--- config.mk ---
export PLATFORM = sky130hd
export DESIGN_NAME = ram_w32r16_fifo_ctrl
export DESIGN_NICKNAME = d
export VERILOG_FILES = /design/src/rtl/ram_w32r16_fifo_ctrl.sv
export SDC_FILE = /design/constraint.sdc
export NUM_CORES = 1
export LEC_CHECK = 0
export BUFFER_PORTS_ARGS = -buffer_cell sky130_fd_sc_hd__clkbuf_2
export CORE_ASPECT_RATIO = 1.25
export CORE_MARGIN = 4
export CORE_UTILIZATION = 45
export CTS_CLUSTER_DIAMETER = 40
export DETAILED_ROUTE_END_ITERATION = 12
export PLACE_DENSITY = 0.78
export SLEW_MARGIN = 20
export SYNTH_ARGS = -nofsm -noshare
export SYNTH_HDL_FRONTEND = slang
export SYNTH_SLANG_ARGS = --single-unit
export TNS_END_PERCENT = 50
--- constraint.sdc ---
create_clock -name Clk -period 3.9 [get_ports Clk]
set_clock_uncertainty 0.2 [all_clocks]
set_input_delay 0.39 -clock Clk [delete_from_list [all_inputs] [get_ports Clk]]
set_output_delay 0.39 -clock Clk [all_outputs]
set_load 0.005 [all_outputs]
--- src/rtl/ram_w32r16_fifo_ctrl.sv ---
// rtl/ram_w32r16_fifo_ctrl.sv - FIFO sequencer for a 512x32-write / 1024x16-read RAM
// Pushes whole 32-bit words; pops 16-bit halfwords, low half first.
module ram_w32r16_fifo_ctrl #(
  parameter int AFULL_THRESH  = 960,
  parameter int AEMPTY_THRESH = 64
) (
  input  logic        Clk,
  input  logic        Rst_n,
  input  logic        Flush,
  input  logic        Push,
  input  logic [31:0] Push_Data,
  input  logic        Pop,
  output logic [15:0] Pop_Data,
  output logic        Pop_Valid,
  output logic        Full,
  output logic        Empty,
  output logic        Almost_Full,
  output logic        Almost_Empty,
  output logic [10:0] Count,
  output logic        Overflow,
  output logic        Underflow,
  output logic [8:0]  Ram_WA,
  output logic [31:0] Ram_WD,
  output logic [3:0]  Ram_WEN,
  output logic        Ram_WClk_En,
  output logic [9:0]  Ram_RA,
  output logic        Ram_RClk_En,
  input  logic [15:0] Ram_RD
);

  localparam logic [10:0] AFULL_LVL  = 11'(AFULL_THRESH);
  localparam logic [10:0] AEMPTY_LVL = 11'(AEMPTY_THRESH);
  localparam logic [10:0] FULL_LVL   = 11'd1022;

  logic [8:0]  wptr;
  logic [9:0]  rptr;
  logic [10:0] count;
  logic [10:0] count_nxt;
  logic        pop_valid_q;
  logic        overflow_q;
  logic        underflow_q;
  logic        full;
  logic        empty;
  logic        push_ok;
  logic        pop_ok;

  // Full leaves no room for a whole 32-bit word (two halfwords)
  assign full  = (count > FULL_LVL);
  assign empty = (count == 11'd0);

  // Flush wins over any request in the same cycle, so it also gates the RAM enables
  assign push_ok = Push & ~full & ~Flush;
  assign pop_ok  = Pop & ~empty & ~Flush;

  always_comb begin
    count_nxt = count;
    unique case ({push_ok, pop_ok})
      2'b10:   count_nxt = count + 11'd2;
      2'b01:   count_nxt = count - 11'd1;
      2'b11:   count_nxt = count + 11'd1;
      default: count_nxt = count;
    endcase
  end

  always_ff @(posedge Clk or negedge Rst_n) begin
    if (!Rst_n) begin
      wptr        <= '0;
      rptr        <= '0;
      count       <= '0;
      pop_valid_q <= 1'b0;
      overflow_q  <= 1'b0;
      underflow_q <= 1'b0;
    end else if (Flush) begin
      wptr        <= '0;
      rptr        <= '0;
      count       <= '0;
      pop_valid_q <= 1'b0;
      overflow_q  <= 1'b0;
      underflow_q <= 1'b0;
    end else begin
      if (push_ok) wptr <= wptr + 9'd1;
      if (pop_ok)  rptr <= rptr + 10'd1;
      count       <= count_nxt;
      pop_valid_q <= pop_ok;
      overflow_q  <= overflow_q | (Push & full);
      underflow_q <= underflow_q | (Pop & empty);
    end
  end

  // Halfword address {word, sel}: sel=0 selects bits [15:0] of the stored word
  assign Ram_WA      = wptr;
  assign Ram_WD      = Push_Data;
  assign Ram_WEN     = push_ok ? 4'hF : 4'h0;
  assign Ram_WClk_En = push_ok;
  assign Ram_RA      = rptr;
  assign Ram_RClk_En = pop_ok;

  assign Pop_Data     = Ram_RD;
  assign Pop_Valid    = pop_valid_q;
  assign Count        = count;
  assign Full         = full;
  assign Empty        = empty;
  assign Almost_Full  = (count >= AFULL_LVL);
  assign Almost_Empty = (count <= AEMPTY_LVL);
  assign Overflow     = overflow_q;
  assign Underflow    = underflow_q;

endmodule

# Word-level counts from Yosys, hierarchy flattened
# Cells that the tools add are included.
dict set report totals {
  reg_bits 33
  latchBits 0
  mem_bits_rw 0
  mem_bits_ro 0
  in_bits 53
  output_inout_bits 91
  wordCells 42
  mem_count 0
}
dict set report op_classes {
  n_addsub 5
  mul 0
  div_mod_pow 0
  order_cmp 3
  n_eq_ne 3
  n_shift 0
  mux 10
  bitwise 11
  reduce_logical 4
}
# op n
set op_table {}
lappend op_table {{$pmux W11 S3} 1}
lappend op_table {{$mux W10} 2}
lappend op_table {{$mux W9} 2}
lappend op_table {{$add A11 B1 Y11 const B} 1}
lappend op_table {{$add A11 B2 Y11 const B} 1}
lappend op_table {{$ge A11 B10 Y1 const B} 1}
lappend op_table {{$gt A11 B10 Y1 const B} 1}
lappend op_table {{$le A11 B7 Y1 const B} 1}
lappend op_table {{$logic_not A11 Y1} 1}
lappend op_table {{$mux W11} 1}
lappend op_table {{$sub A11 B1 Y11 const B} 1}
lappend op_table {{$add A10 B1 Y10 const B} 1}
lappend op_table {{$add A9 B1 Y9 const B} 1}
lappend op_table {{$and A1 B1 Y1} 6}
lappend op_table {{$eq A2 B2 Y1 const B} 2}
lappend op_table {{$mux W4} 1}
lappend op_table {{$reduce_bool A2 Y1} 2}
lappend op_table {{$reduce_bool A4 Y1} 1}
lappend op_table {{$mux W1} 3}
lappend op_table {{$not A1 Y1} 3}
lappend op_table {{$eq A2 B1 Y1 const B} 1}
lappend op_table {{$or A1 B1 Y1} 2}

# Logic depth before layout (Yosys ltp)
dict set report depth {
  word_depth 7
  ltp_mapped 13
}

# Worst setup path after synthesis
# No wires, ideal clock.
dict set report synth_timing {
  path_type {register to register}
  start {register count[1], in the netlist Count[1]}
  end {register count[9], in the netlist Count[9]}
  t_arrival_ns 3.192
  path_slack_ns 0.387
  path_stages_with_launch 14
  n_path_buf 1
  synth_period_minus_slack_ns 3.513
  cell_sequence {dfrtp_1 > ha_1 > nand4_1 > or2_2 > o21a_2 > buf_4 > nand2_1 > ha_1 > a211oi_1 > o21ai_0 > o311ai_0 > a21oi_1 > xor2_1 > a22o_1}
}
dict set report synth_via {
  elab_chain_len 7
}
# element line_no
set synth_rtl {}
lappend synth_rtl {{from (decl)} 37} ;# logic [10:0] count;
lappend synth_rtl {{from (signal assigned)} 83} ;# count <= count_nxt;
lappend synth_rtl {{$gt A11 B10 Y1 / $logic_not A11 Y1 (equally long branches)} {48, 49}}
lappend synth_rtl {{$not A1 Y1, on equally long branches} {52, 53}}
lappend synth_rtl {{$and A1 B1 Y1, on equally long branches (2 in a row)} {52, 53}}
lappend synth_rtl {{$eq A2 B2 Y1 / $eq A2 B1 Y1 (equally long branches)} 57} ;# unique case ({push_ok, pop_ok})
lappend synth_rtl {{$pmux W11 S3} 57}
lappend synth_rtl {{$mux W11} 73} ;# end else if (Flush) begin
# Parallel ways exist; a longest one is shown, timed or not.
# A chain may end at the register's enable or synchronous reset.

# Final worst setup path
# Same ends and word-level chain as after synthesis.

==> results.md <==
Run status:
- The flow ran to the end, but the final reports show violations.
- The final reports fail on hold timing.

Floorplan:
- The die area is 6970 sq um.
- The floorplan has 30 rows.
- The initial core utilization is 46.7%.
- The die extent in x is 75.5 um.
- The vertical die dimension is 92.3 um.
- 144 I/O pins were placed.
- The floorplan core area is 5480 sq um.

Setup path:
- The data arrival time at the worst-slack endpoint is 3.57 ns.
- The largest driver fanout on the critical path is 15.
- The data required time at the worst endpoint is 3.88 ns.
- The critical path start-end classification is reg -> reg.
- The worst setup path is launched from a flop.
- The worst setup path is captured at a flop.

Timing:
- The final-report max-slew violation count is 0.
- The smallest hold slack is -0.00332 ns.
- The worst pin sits at a relative slew slack of 43.6%.
- The final critical path time including I/O delays and setup is 3.59 ns.
- Setup repair after global routing left no endpoint under its margin.
- For the pin with the worst max-slew slack, the measured transition is 0.847 ns.
- The total negative setup slack is 0 ns.
- The maximum frequency from static timing analysis is 278 MHz.
- The count of endpoints failing setup in the final report is 0.
- The worst path uses 92.1% of the clock period.
- The final hold violation count is 5.

Synth:
- The synthesized design contains 0 enable-type register cells.
- The average footprint of a synthesized cell is 8.95 sq um.
- Summing the sequential cell areas from Yosys gives 32.3% of the chip area.
- The post-synthesis instance total is 286.
- Among all cell types in the netlist, the one instantiated most often is sky130_fd_sc_hd__buf_4.
- The largest area contributor in the synthesized netlist is sky130_fd_sc_hd__dfrtp_1.
- For this run, the number of Yosys warnings is 0.
- The total nets after synthesis is 354.
- The proportion of netlist area held by the largest area contributor is 32.3%.
- The post-synthesis sequential element count is 33.
- Ranked by total cell area, the synthesized netlist is headed by sky130_fd_sc_hd__dfrtp_1, sky130_fd_sc_hd__buf_4, sky130_fd_sc_hd__ha_1, sky130_fd_sc_hd__xor2_1, sky130_fd_sc_hd__nor2_1.
- The mapped netlist covers 2560 sq um.
- Counting flops with an async set or reset pin after synthesis yields a share of 100%.
- The prevailing post-synth register cell is sky130_fd_sc_hd__dfrtp_1.
- By count the netlist is led by sky130_fd_sc_hd__buf_4, sky130_fd_sc_hd__dfrtp_1, sky130_fd_sc_hd__nor2_1.
- The post-synthesis cell type count is 48.

Clock network:
- The hold buffer count at CTS is 0.
- The clock tree from TritonCTS is done.
- For the worst-skew pair, the clock arrives at the later sink with an insertion delay of 0.29 ns.
- The depth of the CTS H-tree is 2.
- The quantity of gates resized following cts is 0.
- The number of buffers inserted by post-CTS setup repair is 0.
- The cell at the root of the clock tree is sky130_fd_sc_hd__clkbuf_8.
- The clock net in this run drives a total of 33 sinks.
- Clock-pin slew was measured on the worst setup and hold paths at 0.07 ns.
- TritonCTS created 5 clock buffers.
- The maximum root-to-sink buffer count is 2.

Power:
- The combinational cell fraction of total power is 51.0%.
- The maximum VDD drop is 0.000256 V.
- The static leakage is 1.20 nW.
- The power density over the cells is 607 nW/um^2.
- Of the total power, the share spent switching nets is 42.9%.
- The sequential share of power is 32.8%.
- For this design the total switching power over the nets is 0.000662 W.
- Cell internal power was estimated by the tool at 0.000880 W.
- The clock share of power is 16.1%.
- The design draws 0.00154 W.

Routing:
- The average wire length per cell after detail routing is 15.7 um.
- For this block, the initial DRC count from the detailed router was 95.
- The via count is 1,956.
- The number of remaining DRC errors is 0.
- The routed wire length is 5.50 mm.
- The via density per instance is 5.59.
- The post-detailed-route count of antenna-violating nets is 0.
- The total iterations of the first detailed-routing run is 4.

Placement:
- The detailed-placement wirelength estimate is 4.07 mm.
- The congestion estimate from routability-driven global placement came to 0.814.
- Counting tap cells, the placed design contains a total of 342 instances.
- The quantity of I/O buffers inserted on ports is 47.
- The total cell area at the placement stage is 2460 sq um.

Run:
- Across the run, the number of max-cap violations was 0.

Worst hold path:
- The worst hold-check path type is in -> async.

Global route:
- The number of antenna violations at the first check in global routing is 0.
- Global routing consumed, over all layers together, 16.6% of the routing resources.
- The number of global-route vias before repair is 1,973.
- The wire length of the first global-routing pass is 9.09 mm.
- After global routing the overflow that remains totals 0.
- The largest net degree at the start of global routing is 34.

Finish:
- Of the cells placed in the final design, the portion with a size suffix greater than 1 is 24.8%.
- The final instance area is 2540 sq um.
- The count of nets after finishing is 353.
- The area growth from synthesis to layout is -0.831%.
- The repair_antennas step left the layout with diodes totalling 0.
- The count of placed standard cells in the final layout, fillers left out is 350.
stage by stage:
stage	hold WS [ns]	util [%]	setup WS, ns
finish	-0.00332	46.3	0.307
global route	0.0732	46.3	0.0628
CTS	0.0208	46.3	0.303
detailed placement	0.293	44.8	0.315
global placement	0.285	44.8	0.387
floorplan	-0.106	-	0.387
cells in the final DEF (no fill, tap or decap), types with 2 or more instances in the layout:
cell type                  instances
sky130_fd_sc_hd__nand3_1           6
sky130_fd_sc_hd__a211oi_1          7
sky130_fd_sc_hd__o21ai_0           7
sky130_fd_sc_hd__and3_1            4
sky130_fd_sc_hd__a21oi_1          18
sky130_fd_sc_hd__clkbuf_2         47
sky130_fd_sc_hd__clkbuf_8          5
sky130_fd_sc_hd__nand4_1           9
sky130_fd_sc_hd__nor3_1            3
sky130_fd_sc_hd__xor2_1           17
sky130_fd_sc_hd__inv_1             3
sky130_fd_sc_hd__or2_2             2
sky130_fd_sc_hd__or3_1             4
sky130_fd_sc_hd__nand2b_1          3
sky130_fd_sc_hd__ha_1             14
sky130_fd_sc_hd__dfrtp_1          33
sky130_fd_sc_hd__nor2_1           33
sky130_fd_sc_hd__xnor2_1          12
sky130_fd_sc_hd__nand2_1          23
sky130_fd_sc_hd__clkinv_2          2
sky130_fd_sc_hd__buf_4             5
sky130_fd_sc_hd__a21o_1            2
sky130_fd_sc_hd__nor4_1            2
path summary, 6_finish.rpt:
check | startpoint | end | slack, ns | cells after the start
worst max register to register | Count[1] | Count[9] | 0.31 | 13
worst min register to register | Overflow | Overflow | 0.31 | 2
worst min-delay path | Rst_n | Ram_WA[1] | -0.003 | 1
max in group asynchronous | Rst_n | Count[1] | 2.97 | 1
min in group Clk | Push | Overflow | 0.16 | 3
worst max-delay path | Count[1] | Count[9] | 0.31 | 13
state kept, by name (all words and copies together), names as in the netlist:
name,flops
Count,11
Ram_RA,10
Ram_WA,9
Overflow,1
Pop_Valid,1
Underflow,1
power groups by stage:
stage | clock, W | sequential, W | combinational (W)
6_report | 0.000249 | 0.000506 | 0.000787
3_5_place_dp | 0 | 0.000509 | 0.000786
2_1_floorplan | 0 | 0.000498 | 0.000603
3_3_place_gp | 0 | 0.000505 | 0.000763
5_1_grt | 0.000270 | 0.000520 | 0.000883
4_1_cts | 0.000258 | 0.000504 | 0.000789
routing by layer:
| metal | vias up | track usage [%] | share of wire (%) |
|---|---|---|---|
| met2 | 71 | 27.0 | 49 |
| li1 | 933 | - | - |
| met1 | 940 | 19.8 | 41 |
| met5 | - | 0 | 0 |
| met4 | 0 | 7.73 | 2.5 |
| met3 | 12 | 4.67 | 7.5 |
critical path: stages (launching register included):
cell                       delay (ns)
sky130_fd_sc_hd__dfrtp_1         0.52
sky130_fd_sc_hd__ha_1            0.24
sky130_fd_sc_hd__nand4_1         0.15
sky130_fd_sc_hd__or2_2           0.36
sky130_fd_sc_hd__o21a_2          0.32
sky130_fd_sc_hd__nand2_1         0.18
sky130_fd_sc_hd__buf_4           0.18
sky130_fd_sc_hd__ha_1            0.28
sky130_fd_sc_hd__o211ai_1        0.10
sky130_fd_sc_hd__o21ai_0         0.17
sky130_fd_sc_hd__o311ai_0        0.32
sky130_fd_sc_hd__a21oi_1         0.13
sky130_fd_sc_hd__xor2_1          0.15
sky130_fd_sc_hd__a22o_1          0.18
area by class of cell:
cell class / instances / area, sq um
Inverter: 3 / 11.3
Sequential cell: 33 / 826
Fill cell: 523 / 2940
Tap cell: 64 / 80.1
Clock inverter: 2 / 10.0
Multi-Input combinational cell: 190 / 1270
Clock buffer: 6 / 72.6
Timing Repair Buffer: 52 / 273
logic make-up (layout without fill, tap and decap cells):
| family | after synthesis | in the layout | share of synthesized area [%] |
|---|---|---|---|
| adders and majority gates | 15 | 15 | 7.62 |
| and+or+nand+nor | 98 | 98 | 19.8 |
| DFF | 33 | 33 | 32.3 |
| AOI/OAI and AO/OA | 48 | 48 | 12.1 |
| buffers and inverters | 63 | 63 | 18.3 |
| xor gates and xnor gates | 29 | 29 | 9.92 |
No activity file was read; power rests on OpenSTA's default activity.
